## src/rtl/decoder_frame_packer.sv

```systemverilog
// Buffers decoded words in a small FIFO and re-emits them as fixed-length frames with tlast; push-to-output latency 1 cycle.
// Backpressure: input ready is registered !full (no pass-through when full); output valid stalls with data/dest/tlast held.
module decoder_frame_packer #(
  parameter int DATA_WIDTH = 32,
  parameter int DEST_WIDTH = 8,
  parameter int FIFO_DEPTH = 16,
  parameter int MAX_FRAME  = 256,
  localparam int AW = $clog2(FIFO_DEPTH),
  localparam int FW = $clog2(FIFO_DEPTH) + 1,
  localparam int LW = $clog2(MAX_FRAME) + 1
) (
  input  logic                  clock,
  input  logic                  reset,
  input  logic                  enable,
  input  logic [LW-1:0]         frame_length,
  input  logic [DATA_WIDTH-1:0] data_in_data,
  input  logic [DEST_WIDTH-1:0] data_in_dest,
  input  logic                  data_in_valid,
  output logic                  data_in_ready,
  output logic [DATA_WIDTH-1:0] data_out_data,
  output logic [DEST_WIDTH-1:0] data_out_dest,
  output logic                  data_out_valid,
  output logic                  data_out_tlast,
  input  logic                  data_out_ready,
  output logic [FW-1:0]         fill_level,
  output logic [15:0]           frame_count
);

  localparam logic [FW-1:0] DEPTH_F = FW'(FIFO_DEPTH);
  localparam logic [LW-1:0] MAX_L   = LW'(MAX_FRAME);

  logic [DATA_WIDTH-1:0] data_mem [FIFO_DEPTH];
  logic [DEST_WIDTH-1:0] dest_mem [FIFO_DEPTH];

  logic [AW-1:0] wr_ptr;
  logic [AW-1:0] rd_ptr;
  logic [FW-1:0] fill_q;
  logic [FW-1:0] fill_nxt;
  logic          ready_q;
  logic [LW-1:0] beat_q;
  logic [LW-1:0] len_q;
  logic [LW-1:0] len_in;
  logic [LW-1:0] cur_len;
  logic [15:0]   frame_cnt_q;
  logic          empty;
  logic          push;
  logic          pop;
  logic          last_beat;

  always_comb begin
    len_in = frame_length;
    if (frame_length == '0) begin
      len_in = LW'(1);
    end else if (frame_length > MAX_L) begin
      len_in = MAX_L;
    end
  end

  // On the first beat the live length applies, so L=1 frames flag tlast immediately.
  assign cur_len   = (beat_q == '0) ? len_in : len_q;
  assign last_beat = (beat_q == cur_len - LW'(1));

  assign empty          = (fill_q == '0);
  assign data_out_valid = !empty && enable && !reset;
  assign data_out_tlast = data_out_valid && last_beat;
  assign data_out_data  = data_mem[rd_ptr];
  assign data_out_dest  = dest_mem[rd_ptr];
  assign data_in_ready  = ready_q && !reset;
  assign fill_level     = fill_q;
  assign frame_count    = frame_cnt_q;

  assign push = data_in_valid && data_in_ready;
  assign pop  = data_out_valid && data_out_ready;

  always_comb begin
    fill_nxt = fill_q;
    case ({push, pop})
      2'b10:   fill_nxt = fill_q + FW'(1);
      2'b01:   fill_nxt = fill_q - FW'(1);
      default: fill_nxt = fill_q;
    endcase
  end

  always_ff @(posedge clock) begin
    if (push) begin
      data_mem[wr_ptr] <= data_in_data;
      dest_mem[wr_ptr] <= data_in_dest;
    end
  end

  always_ff @(posedge clock) begin
    if (reset) begin
      wr_ptr      <= '0;
      rd_ptr      <= '0;
      fill_q      <= '0;
      ready_q     <= 1'b1;
      beat_q      <= '0;
      len_q       <= LW'(1);
      frame_cnt_q <= '0;
    end else begin
      if (push) begin
        wr_ptr <= wr_ptr + AW'(1);
      end
      if (pop) begin
        rd_ptr <= rd_ptr + AW'(1);
      end
      fill_q  <= fill_nxt;
      ready_q <= (fill_nxt != DEPTH_F);
      if (pop) begin
        if (beat_q == '0) begin
          len_q <= len_in;
        end
        if (last_beat) begin
          beat_q      <= '0;
          frame_cnt_q <= frame_cnt_q + 16'd1;
        end else begin
          beat_q <= beat_q + LW'(1);
        end
      end
    end
  end

endmodule

```

## config.mk

```make
export PLATFORM = sky130hd
export DESIGN_NAME = decoder_frame_packer
export DESIGN_NICKNAME = d
export VERILOG_FILES = /design/src/rtl/decoder_frame_packer.sv
export SDC_FILE = /design/constraint.sdc
export NUM_CORES = 1
export LEC_CHECK = 0
export ABC_AREA = 1
export CAP_MARGIN = 20
export CORE_ASPECT_RATIO = 0.9
export CORE_MARGIN = 1
export CORE_UTILIZATION = 57
export DETAILED_ROUTE_END_ITERATION = 8
export GPL_ROUTABILITY_DRIVEN = 0
export PLACE_DENSITY = 0.76
export SLEW_MARGIN = 20
export SYNTH_ARGS = -nofsm -noshare
export SYNTH_HDL_FRONTEND = slang
export SYNTH_SLANG_ARGS = --single-unit
```

## constraint.sdc

```tcl
create_clock -name clock -period 6.3 [get_ports clock]
set_input_delay 0.945 -clock clock [delete_from_list [all_inputs] [get_ports clock]]
set_output_delay 0.945 -clock clock [all_outputs]
set_load 0.005 [all_outputs]
```

==> results of run 1 <==
==> cell type report <==
cell class	count	area (µm²)	area share (%)
diodes	1	2.502	0.007680
well taps	671	839.6	2.577
inverters	219	824.5	2.530
clock inverters	31	212.7	0.6528
repair buffers	152	1504	4.615
flip-flops and latches	692	20270	62.21
clock buffers	94	1936	5.940
multi-input cells	1118	6994	21.46
==> registers in the layout (all words and copies together), names as in the netlist, named ones only <==
name	count
ready_q	1
rd_ptr	4
dest_mem	128
wr_ptr	4
frame_count	16
len_q	9
fill_level	5
beat_q	9
data_mem	512
==> how the worst max path moves through the flow <==
stage / to / slack, ns / cells past startpoint
floorplan: data_mem[11][0] / 2.50 / 6
finish: data_out_tlast / 1.09 / 20
global placement: data_out_tlast / 1.41 / 18
CTS: data_out_tlast / 1.13 / 20
global route: data_out_tlast / 0.86 / 20
detailed placement: data_out_tlast / 1.28 / 18
==> placed cells by master (no fill, tap or decap), types with 2 or more instances in the layout <==
cell type / Yosys / layout
inv_1: 212 / 211
xor2_1: 18 / 18
xnor2_1: 7 / 7
o211ai_1: 161 / 161
mux2i_1: 161 / 161
clkbuf_16: 0 / 73
clkinv_1: 1 / 17
nand3b_1: 5 / 5
nand2_2: 5 / 5
nand2_1: 152 / 152
inv_2: 6 / 7
nor2_2: 2 / 2
nor3_1: 12 / 12
a31oi_1: 7 / 7
o21ai_0: 204 / 204
clkbuf_1: 98 / 18
dfxtp_4: 0 / 3
ha_1: 13 / 13
nand3_1: 82 / 82
clkbuf_8: 0 / 3
buf_4: 0 / 30
clkdlybuf4s50_1: 0 / 117
nor2_4: 3 / 19
clkinv_2: 0 / 10
dfxtp_1: 52 / 48
nand4_1: 17 / 17
a21oi_1: 190 / 190
nor2_1: 68 / 52
nor4_1: 3 / 3
edfxtp_1: 640 / 640
bufinv_16: 0 / 3
buf_12: 0 / 4
==> cell families (layout without fill, tap and decap cells) <==
logic type / after synthesis / in the layout / share of synthesized area (%)
flops: 692 / 692 / 71.17
simple gates: 354 / 354 / 5.626
xor+xnor: 26 / 26 / 0.8659
buf+inv: 346 / 496 / 4.685
mux: 161 / 161 / 5.661
other cells: 0 / 1 / 0
compound gates: 563 / 563 / 11.35
fa+ha+maj: 14 / 14 / 0.6417
==> metrics by stage <==
stage | area (µm²) | total power [µW] | setup slack, ns
after floorplan | 28470 | 5451 | 2.502
after global placement | 30410 | 5649 | 1.407
after detailed placement | 30430 | 5666 | 1.279
after CTS | 32580 | 9535 | 1.126
after global routing | 32590 | 9753 | 0.8622
final | 32590 | 9487 | 1.089
==> where the power goes <==
part           switching, µW  internal, µW  total (µW)
sequential              23.0          5050        5070
clock                   1640          2270        3910
combinational            301           203         503
==> per-layer routing <==
metal  share of wire (%)  up-vias  global-route usage, %
met5               0.017        -                      0
met4                 2.5        2                  7.742
met3                 6.6      118                  3.939
met2                  48      669                  40.77
met1                  43     8623                  35.85
li1                    -     8122                      -
==> worst max-delay path: stages, from the launching register on <==
cell and delay, ns:
dfxtp_1 0.34, inv_1 0.12, ha_1 0.18, nand2_1 0.09, nor2_4 0.20, nand2_2 0.21, nand2_1 0.18, inv_1 0.05
a21oi_1 0.23, ha_1 0.28, nand3_1 0.10, nor2_1 0.15, nand2_1 0.13, nor2_1 0.12, nor2_1 0.05, nor2_1 0.08
nand2_1 0.12, nor2_8 0.26, nand2_1 0.14, nor2_1 0.12, clkdlybuf4s50_1 0.51
==> run metrics, run 1 <==
Die Y=214.0 µm; Fmax=191.9 MHz; total leakage power=between 0.01 and 0.015 µW; vias=17530; Die Wd=237.6 µm; Min-Delay Endpoint=frame_count[13]; area of the die=a little over 50000 µm²; top cells by area, synth=edfxtp_1 68%, mux2i_1 5.7%, o211ai_1 4.2%; Tot GR Track Use=between 20 and 30%; FF-to-FF Start=beat_q[0]; Worst Tran Pin Value=1.124 ns; global-route wire length before repair=98390 µm; syn_nets=2224; Initial Util=57.82%; max_slew headroom=about a quarter; sequential share of the synthesized area=71.17%; post-synth top area share=between 60% and 70%; cell area after synthesis=28470 µm²; drt initial violations=1816; most frequent cell after synthesis=edfxtp_1; Finished Layout Cells=2978; initial antenna violation count=2; Synth area leader=edfxtp_1; synth cell count leaders=640 x edfxtp_1, 212 x inv_1, 204 x o21ai_0; unrepaired setup endpoints after global routing=no; pin count of the biggest net entering global routing=approximately 150; PD cells=approximately 290 nW/µm²; vias per inst=between 5 and 6; hold slack=slightly below 0.5 ns; IO buf count=117; layout cells sized above 1=7.329%; Ports=118; Hold Crit Start=frame_count[13]; Core ar.=between 40000 and 50000 µm²; VDD IR max=0.2351 mV; Crit. Startpoint=beat_q[0]; GRT overflow=0; critical path arrival=4.27 ns; post-synthesis register bit count=~690; Net count, final=2320; clock slew seen by the registers of the worst setup and hold paths=roughly 0.06 ns; Setup CP Type=flop to output pin; outcome=completed; WL/cell=about 21 µm; R2R setup slack=2.65 ns; post-CTS sizing=0; clock buffer depth=3; setup tns final=0 ns; Critical Path Sink Type=output pin; Main synth FF type=edfxtp_1; HP Class=flop to flop; Ys Warns=0; Area growth, synth to finish=14.46%; CTS tree=built; Num CTS Buffers=between 60 and 70; row count=just under 80; fillers=roughly 3400; post-cts hold buffer count=0; Post-Syn Area per Cell=13.20 µm²; DRT antenna net count=0; CTS Root Buffer Type=clkbuf_16; drt total wl=63620 µm; fin crit share=82.72%; number of global-route vias before repair=~17000; Post-synth EDFFs=640; DRC=0; share of flip-flops with an asynchronous set or reset=0%; synth unique cells=35; CP startpoint kind=flop; 1st-pass router iterations=8; Worst R2R End=beat_q[7]; CTS sink count=692; crit path time final=around 5.2 ns; Slew Viols, Final=0; Crit Path Max Fanout=18; Required @ worst endpoint=between 5 and 6 ns; clock latency on the worst-skew pair=0.59 ns; post-synthesis cell count=2156; H-tree levels=3; Max Cap Viol=0; DPL Wire Length=34430 µm; R2R depth=20; hold path depth=2; final core occ=66.19%; postcts setup bufs=0; final setup fails=0; Setup Skew=roughly 0.022 ns; final hold violations=0; dpl cells=2852
Power figures use the tool's default switching activity.
==> inputs of run 2 (changes only) <==
CORE_UTILIZATION = 55   (was 57)
clock period = 4.75 ns   (was 6.3 ns; I/O delays follow)
==> run 2 against run 1 <==
Against the previous run: final cell count grew 0.67%; clock power grew 40%; sequential cell count is the same; total power grew 36%; core utilization shrank 1.2 points; worst setup slack lost 0.73 ns; worst hold slack lost 0.010 ns; register-to-register slack lost 1.2 ns; non-clock buffer count grew 4; critical path depth is the same; die area grew 3.6%; via count grew 0.59%; critical path type unchanged.
==> run metrics, run 2 (same netlist as run 1, synthesis figures left out) <==
initial antenna violation count=5 (was 2); Clock power frac=42.5% (was 41.2%); Top reg by flops=data_mem (unchanged); setup tns final=0 ns (unchanged); HP Class=flop to flop (unchanged); Internal Pwr Total=10150 µW (was 7523 µW); Net count, final=2325 (was 2320); vias per inst=5.883 (was 5.888); unrepaired setup endpoints after global routing=no (unchanged); Setup CP Type=flop to output pin (unchanged); DP Worst Slack=0.5086 ns (was 1.279 ns); Ports=118 (unchanged); global-route wire length before repair=98800 µm (was 98390 µm); Largest register FFs=512 (unchanged); clock buffer depth=3 (unchanged); Worst Tran Pin Value=0.9845 ns (was 1.124 ns); fin crit share=92.44%; Psw=2733 µW (was 1964 µW); Slew Viols, Final=0 (unchanged); number of global-route vias before repair=17360 (was 17270); layout cells sized above 1=8.085% (was 7.329%); Setup Skew=0.01584 ns (was 0.02162 ns); PD cells=390.8 nW/µm² (was 291.2 nW/µm²); vias=17640 (was 17530); Critical Path Sink Type=output pin (unchanged); H-tree levels=3 (unchanged); WP buf/inv=3 (unchanged); crit-path leading delay family=simple AND/OR/NAND/NOR gates (unchanged); max incr delay on CP=0.51 ns (about the same); critical-path cell list=inv_1, ha_1, nand2_1, nor2_4, nand2_4, nand2_2, inv_1, a21oi_2, ha_2, nand3_1, nor2_1, nand2_1, nor2_1, nor2_1, nor2_1, nand2_1, nor2_8, nand2_1, nor2_1, clkdlybuf4s50_1 (was inv_1, ha_1, nand2_1, nor2_4, nand2_2, nand2_1, inv_1, a21oi_1, ha_1, nand3_1, nor2_1, nand2_1, nor2_1, nor2_1, nor2_1, nand2_1, nor2_8, nand2_1, nor2_1, clkdlybuf4s50_1); Area growth, synth to finish=15.81% (was 14.46%); DPL Wire Length=33450 µm (was 34430 µm); Core ar.=50750 µm² (was 49230 µm²); Crit Path Max Fanout=11 (was 18); CP max stage cell=clkdlybuf4s50_1 (unchanged); outcome=completed (unchanged); VDD IR max=0.2480 mV (was 0.2351 mV); Die Y=217.8 µm (was 214.0 µm); CTS Root Buffer Type=clkbuf_16 (unchanged); pin count of the biggest net entering global routing=161 (was 148); fillers=3585 (was 3424); final hold violations=0 (unchanged); Max Cap Viol=0 (unchanged); area of the die=52670 µm² (was 50840 µm²); Die Wd=241.8 µm (was 237.6 µm); R2R setup slack=1.42 ns (was 2.65 ns); Num CTS Buffers=70 (was 69); clock latency on the worst-skew pair=0.61 ns (was 0.59 ns); Tot GR Track Use=24.58% (was 25.32%); Fmax=227.7 MHz; CTS sink count=692 (unchanged); critical path arrival=3.68 ns (was 4.27 ns); drt initial violations=1693 (was 1816); leading cell types in the layout, fill and taps excluded=640 x edfxtp_1, 211 x inv_1, 204 x o21ai_0 (unchanged); switch share=21.22% (was 20.70%); WL/cell=21.72 µm (was 21.36 µm); max_slew headroom=34.36% (was 24.93%); row count=78 (was 77); DRT antenna net count=0 (unchanged); drt total wl=65130 µm (was 63620 µm); total leakage power=0.01092 µW (was 0.01080 µW); Critical Path Most Common Cell=nor2_1; Comb power frac=5.3% (about the same); clock slew seen by the registers of the worst setup and hold paths=0.06 ns (about the same); CP startpoint kind=flop (unchanged); IO buf count=117 (unchanged); 1st-pass router iterations=7 (was 8); GRT overflow=0 (unchanged); crit path time final=roughly 4.4 ns; DRC=0 (unchanged); Initial Util=56.09% (was 57.82%); Seq pwr share=52.1% (was 53.5%); final worst slack=0.3590 ns (was 1.089 ns); Required @ worst endpoint=4.04 ns (was 5.35 ns); CTS tree=built (unchanged); post-cts hold buffer count=0 (unchanged); final setup fails=0 (unchanged); commonest non-fill, non-tap cell in the layout=edfxtp_1 (unchanged)
==> run 2: repair_timing <==
action,4_1_cts,5_1_grt
gates resized for setup,0,4
endpoints found under the setup margin,0,1
buffers inserted,0,3
==> run 2: final timing paths <==
path / start / end / depth (start not counted)
hold reg to reg: rd_ptr[2] / flop / 1
setup reg to reg: beat_q[0] / beat_q[3] / 21
hold / removal: rd_ptr[2] / flop / 1
setup / recovery: beat_q[0] / data_out_tlast / 20
==> run 2: cell type report <==
cell class | instances | area [µm²] | area share, %
Timing Repair Buffer | 156 | 1702 | 5.162
Clock inverter | 46 | 459.2 | 1.393
Tap cell | 680 | 850.8 | 2.581
Multi-Input combinational cell | 1118 | 7008 | 21.26
Clock buffer | 82 | 1838 | 5.575
Inverter | 219 | 824.5 | 2.501
Sequential cell | 692 | 20270 | 61.49
Antenna cell | 5 | 12.51 | 0.03795
==> run 2: per-stage QoR <==
step                util (%)  std cells  instance area (µm²)  hold slack, ns  total power [µW]
floorplan                  -       2156                28470          0.4355              7230
global placement       60.34       2862                30620          0.4556              7499
detailed placement     60.34       2862                30620          0.4589              7521
CTS                    64.86       2990                32920          0.4736             12940
global route           64.95       2996                32960          0.5113             13240
finish                 64.96       2998                32970          0.4730             12880
==> run 2: power by group through the flow <==
stage | logic, µW | registers [µW] | clock network [µW]
final | 685 | 6720 | 5480
after global routing | 748 | 6720 | 5780
after CTS | 680 | 6720 | 5540
after detailed placement | 673 | 6850 | 0
after global placement | 653 | 6850 | 0
after floorplan | 387 | 6840 | 0
==> run 2: metal layers <==
| metal | track usage (%) | vias to the layer above | routed length (µm) |
|---|---|---|---|
| met5 | 0 | - | 17 |
| met2 | 42.34 | 675 | 32720 |
| li1 | - | 8131 | - |
| met1 | 32.39 | 8731 | 26490 |
| met4 | 6.456 | 2 | 1153 |
| met3 | 4.332 | 98 | 4750 |
==> RTL edit 1: new RTL, flow settings as in run 2 <==
Register the output `frame_count` once more, without a reset; this adds one clock of latency there. The other outputs are not delayed to match.
--- a/src/rtl/decoder_frame_packer.sv
+++ b/src/rtl/decoder_frame_packer.sv
@@ -67,7 +67,9 @@
   assign data_out_dest  = dest_mem[rd_ptr];
   assign data_in_ready  = ready_q && !reset;
   assign fill_level     = fill_q;
-  assign frame_count    = frame_cnt_q;
+  always_ff @(posedge clock) begin
+    frame_count <= frame_cnt_q;
+  end
 
   assign push = data_in_valid && data_in_ready;
   assign pop  = data_out_valid && data_out_ready;
Behaviour: not the same (a bounded check fails within 4 cycles, from zero or initial values and one cycle with reset high).
==> RTL edit 1 against run 2 <==
- first-iteration DRC count about the same
- worst setup slack got worse by 0.14 ns
- final cell count increased by 1.7%
- routed wire length increased by 0.65%
- area after synthesis increased by 1.3%
- clock skew increased by 0.0070 ns
- final area increased by 1.2%
- fmax decreased by 3.0%
- total power increased by 1.4%
- sequential cell count increased by 16
- highest routed layer unchanged
==> RTL edit 1: results (changes against run 2) <==
| Metric | Value |
|---|---|
| IO buf count | `117 (unchanged)` |
| Crit path max fanout | `10 (-1)` |
| Initial antenna violation count | `1 (-4)` |
| Number of enable flip-flop cells after synthesis | `640 (unchanged)` |
| WL met3 | `4.579 mm (-3.6%)` |
| Seq/Total Area, Yosys | `0.7135 (+0.001875)` |
| Largest net degree at the start of global routing | `161 (unchanged)` |
| Hold path cells | `0 (-1)` |
| Hold_sp | `frame_cnt_q[15]` |
| Register-to-Register Path Depth | `19 (-9.5%)` |
| Hold slack | `0.3853 ns (-0.08764 ns)` |
| DP Wirelength | `34.52 mm (+3.2%)` |
| GRT Total Usage | `0.2463 (+0.0005128)` |
| Clk slew on worst S/H paths | `0.06 ns (about the same)` |
| Adder-cell share of the synthesized area | `0.006334 (-0.00008324)` |
| Critical path data arrival time | `3.82 ns (+0.14 ns)` |
| Fill cell count | `3682 (+2.7%)` |
| Number of global-route vias before repair | `17370 (+0.069%)` |
| Synth area leaders | `edfxtp_1 67%, mux2i_1 5.6%, dfxtp_1 4.7%, o211ai_1 4.2%, o21ai_0 3.7%` |
| Synthesized net count | `2261 (+1.7%)` |
| RR Startpoint | `beat_q[0]` |
| CP top delay family | `simple AND/OR/NAND/NOR gates` |
| First-pass GRT wire length | `99.79 mm (+1.0%)` |
| Synth cell count leaders | `640 x edfxtp_1, 215 x inv_1, 214 x o21ai_0, 194 x a21oi_1` |
| Proportion of layout cells with a drive suffix above 1 | `0.08552 (+0.004673)` |
| CTS Root Cell | `clkbuf_16` |
| Compound-Gate Fraction of Synth Area | `0.1154 (+0.001868)` |
| Via Count | `17810 (+1.0%)` |
| N_diodes | `0 (-5)` |
| Power Internal | `0.01034 W (+1.9%)` |
| Met1 WL | `27.85 mm (+5.2%)` |
| R2R setup slack | `1.60 ns (+0.18 ns)` |
| Leak | `11.11 nW (+1.7%)` |
| Worst-Margin Slew | `0.9034 ns (-0.08116 ns)` |
| DRT iter0 DRCs | `1694 (+0.059%)` |
| Synth cell types | `38 (+8.6%)` |
| Nets@finish | `2374 (+2.1%)` |
| Clock Tree Buf Depth | `3 (unchanged)` |
| Met2 WL | `31.36 mm (-4.2%)` |
| WL final | `65.56 mm (+0.65%)` |
| Status | `finished, final reports clean` |
| 1st-pass router iterations | `6 (-1)` |
| Hold Path End | `frame_count[15]` |
| Mux cell area share after synthesis | `0.05588 (-0.0007343)` |
| Regs by FF count | `data_mem x512, dest_mem x128` |
| Worst Skew | `0.02286 ns (+0.007022 ns)` |
| CTS Buf Count | `71 (+1.4%)` |
| Worst reg2reg endpoint | `frame_cnt_q[6]` |
| Maximum vdd drop | `0.2459 mV (-0.83%)` |
| Synth Area in XOR/XNOR | `0.007592 (-0.001067)` |
RTL edit 1: cell count changes in the layout (fill, tap and decap cells not counted), moves of 6 or more:
| cell | delta |
|---|---|
| o21ai_0 | +10 |
| nand3_1 | +7 |
| dfxtp_1 | +16 |
| nand4_1 | -11 |
| nand2_1 | +9 |
| buf_12 | -6 |
| buf_4 | +14 |
RTL edit 1: kinds of logic after synthesis:
| kind of cell | after synthesis |
|---|---|
| compound gates | 577 |
| buf+inv | 348 |
| fa+ha+maj | 14 |
| xor+xnor | 25 |
| mux | 161 |
| simple gates | 360 |
| flops | 708 |
RTL edit 1: metal layers:
layer  vias up  track usage
met5         -            0
met4         2      0.08784
met3       132      0.04244
met2       699       0.3991
met1      8738       0.3375
li1       8243            -
RTL edit 1: timing repair:
action	CTS	global route
gates resized for setup	0	5
hold endpoints to repair	0	0
setup endpoints to repair	0	1
hold buffers	0	0
buffers inserted	0	3
RTL edit 1: worst max-delay path by stage:
| stage | start | end | slack (ns) | cells past startpoint |
|---|---|---|---|---|
| 2_1_floorplan | reset | data_mem[11][0] | 1.18 | 6 |
| 3_3_place_gp | frame_length[8] | data_out_tlast | 0.50 | 17 |
| 3_5_place_dp | frame_length[8] | data_out_tlast | 0.34 | 17 |
| 4_1_cts | beat_q[0] | data_out_tlast | 0.07 | 19 |
| 5_1_grt | beat_q[0] | data_out_tlast | 0.01 | 19 |
| 6_report | beat_q[0] | data_out_tlast | 0.22 | 19 |
RTL edit 1: final cells by class:
type / count / area (µm²) / area share
tap: 688 / 860.8 / 0.02579
inverter: 224 / 843.3 / 0.02527
sequential: 708 / 20590 / 0.6170
timing repair buffer: 164 / 1687 / 0.05054
multi-input combinational: 1137 / 7079 / 0.2121
clock inverter: 37 / 330.3 / 0.009897
clock buffer: 92 / 1982 / 0.05938
RTL edit 1: power by group through the flow:
stage / clock network, W / registers, W / logic, W
floorplan: 0 / 0.00698 / 0.000391
global placement: 0 / 0.00698 / 0.000660
detailed placement: 0 / 0.00698 / 0.000684
CTS: 0.00558 / 0.00685 / 0.000689
global route: 0.00583 / 0.00685 / 0.000766
finish: 0.00551 / 0.00685 / 0.000701
RTL edit 1: metrics by stage:
step                      instance area, µm²  instances  setup WS (ns)    util
after floorplan                        28840       2193          1.185       -
after global placement                 31000       2917         0.5010  0.5997
after detailed placement               31020       2918         0.3405  0.6001
after CTS                              33330       3047        0.06993  0.6448
after global routing                   33370       3050        0.01444  0.6456
final                                  33370       3050         0.2216  0.6456
==> RTL edit 2: new RTL, config.mk and constraints of run 2 <==
Without the edit above. `MAX_FRAME`: 256 -> 128.
--- a/src/rtl/decoder_frame_packer.sv
+++ b/src/rtl/decoder_frame_packer.sv
@@ -4,7 +4,7 @@
   parameter int DATA_WIDTH = 32,
   parameter int DEST_WIDTH = 8,
   parameter int FIFO_DEPTH = 16,
-  parameter int MAX_FRAME  = 256,
+  parameter int MAX_FRAME  = 128,
   localparam int AW = $clog2(FIFO_DEPTH),
   localparam int FW = $clog2(FIFO_DEPTH) + 1,
   localparam int LW = $clog2(MAX_FRAME) + 1
Ports: changed (resized frame_length); port bits go from 118 to 117. The function was not compared with the original's and may differ.
==> RTL edit 2 against run 2 <==
- fmax shrank 1.6%
- die area shrank 0.43%
- non-clock buffer count grew 6
- worst setup slack lost 0.073 ns
- total power shrank 2.3%
- via count shrank 1.2%
- routed wire length shrank 0.51%
- final area shrank 0.95%
- area after synthesis shrank 0.44%
- final cell count shrank 0.80%
- sequential cell count shrank 2
- critical endpoint unchanged
- highest routed layer unchanged
==> RTL edit 2: results (changes against run 2) <==
| Metric | Value |
|---|---|
| Status | `finished, final reports clean` |
| Nets@finish | `2304 (-0.90%)` |
| Register-to-Register Path Depth | `22 (+4.8%)` |
| Worst-Margin Slew | `0.9546 ns (-0.02994 ns)` |
| Seq/Total Area, Yosys | `0.7134 (+0.001698)` |
| Cell count after synthesis | `2130 (-1.2%)` |
| NetSw | `0.002662 W (-2.6%)` |
| Hold path cells | `2 (+1)` |
| First-pass GRT wire length | `98.57 mm (-0.24%)` |
| Hold slack | `0.4814 ns (+0.008469 ns)` |
| Initial antenna violation count | `4 (-1)` |
| Final instance area | `0.03265 mm² (-0.95%)` |
| Pre-CTS WS | `0.3560 ns (-0.1526 ns)` |
| IO buf count | `116 (-0.85%)` |
| Fin crit share | `0.9398 (+0.01537)` |
| DRT iter0 DRCs | `1524 (-10%)` |
| Fill cell count | `3602 (+0.47%)` |
| Number of global-route vias before repair | `17330 (-0.17%)` |
| Proportion of layout cells with a drive suffix above 1 | `0.08643 (+0.005578)` |
| DP Wirelength | `33.49 mm (+0.12%)` |
| Vias per inst | `5.857 (-0.44%)` |
| Worst reg2reg endpoint | `beat_q[2]` |
| Synth area leaders | `edfxtp_1 68%, mux2i_1 5.7%, o211ai_1 4.3%, o21ai_0 3.7%, dfxtp_1 3.5%` |
| Layout Cells excl Fill | `2974 (-0.80%)` |
| Critical path data arrival time | `3.75 ns (+0.07 ns)` |
| Power Dens Cells | `385.5 mW/mm² (-1.4%)` |
| Synth cell types | `36 (+2.9%)` |
| Leak | `10.83 nW (-0.81%)` |
| Area post-placement | `0.03047 mm² (-0.49%)` |
| Placed Cells | `2844 (-0.63%)` |
| Seq pwr share | `0.533 (+0.012)` |
| Crit path max fanout | `5 (-6)` |
| Power in the clock group | `0.00519 W (-5.3%)` |
| WL final | `64.80 mm (-0.51%)` |
| Synth cell count leaders | `640 x edfxtp_1, 214 x inv_1, 208 x o21ai_0, 189 x a21oi_1, 164 x o211ai_1` |
| Crit path from | `frame_length[2]` |
| Hold_sp | `frame_count[13]` |
| Worst Skew | `0.02599 ns (+0.01016 ns)` |
RTL edit 2: layer usage:
| layer | vias to the layer above | track usage | share of wire |
|---|---|---|---|
| li1 | 8038 | - | - |
| met1 | 8573 | 0.3285 | 0.40 |
| met2 | 674 | 0.4195 | 0.50 |
| met3 | 131 | 0.04668 | 0.073 |
| met4 | 2 | 0.09219 | 0.031 |
| met5 | - | 0 | 0.00020 |
RTL edit 2: cell families after synthesis:
family / synth area share
AO/OA/AOI/OAI: 0.1155
XOR/XNOR: 0.007725
adder cells (fa/ha/maj): 0.006445
buffers and inverters: 0.04772
flip-flops: 0.7134
multiplexers: 0.05686
AND/OR/NAND/NOR: 0.05236
RTL edit 2: area by class of cell:
| cell class | instances | area share |
|---|---|---|
| diodes | 3 | 0.0002299 |
| clock buffers | 94 | 0.05901 |
| clock inverters | 32 | 0.006974 |
| inverters | 225 | 0.02594 |
| multi-input cells | 1088 | 0.2111 |
| flip-flops and latches | 690 | 0.6196 |
| well taps | 680 | 0.02606 |
| repair buffers | 162 | 0.05112 |
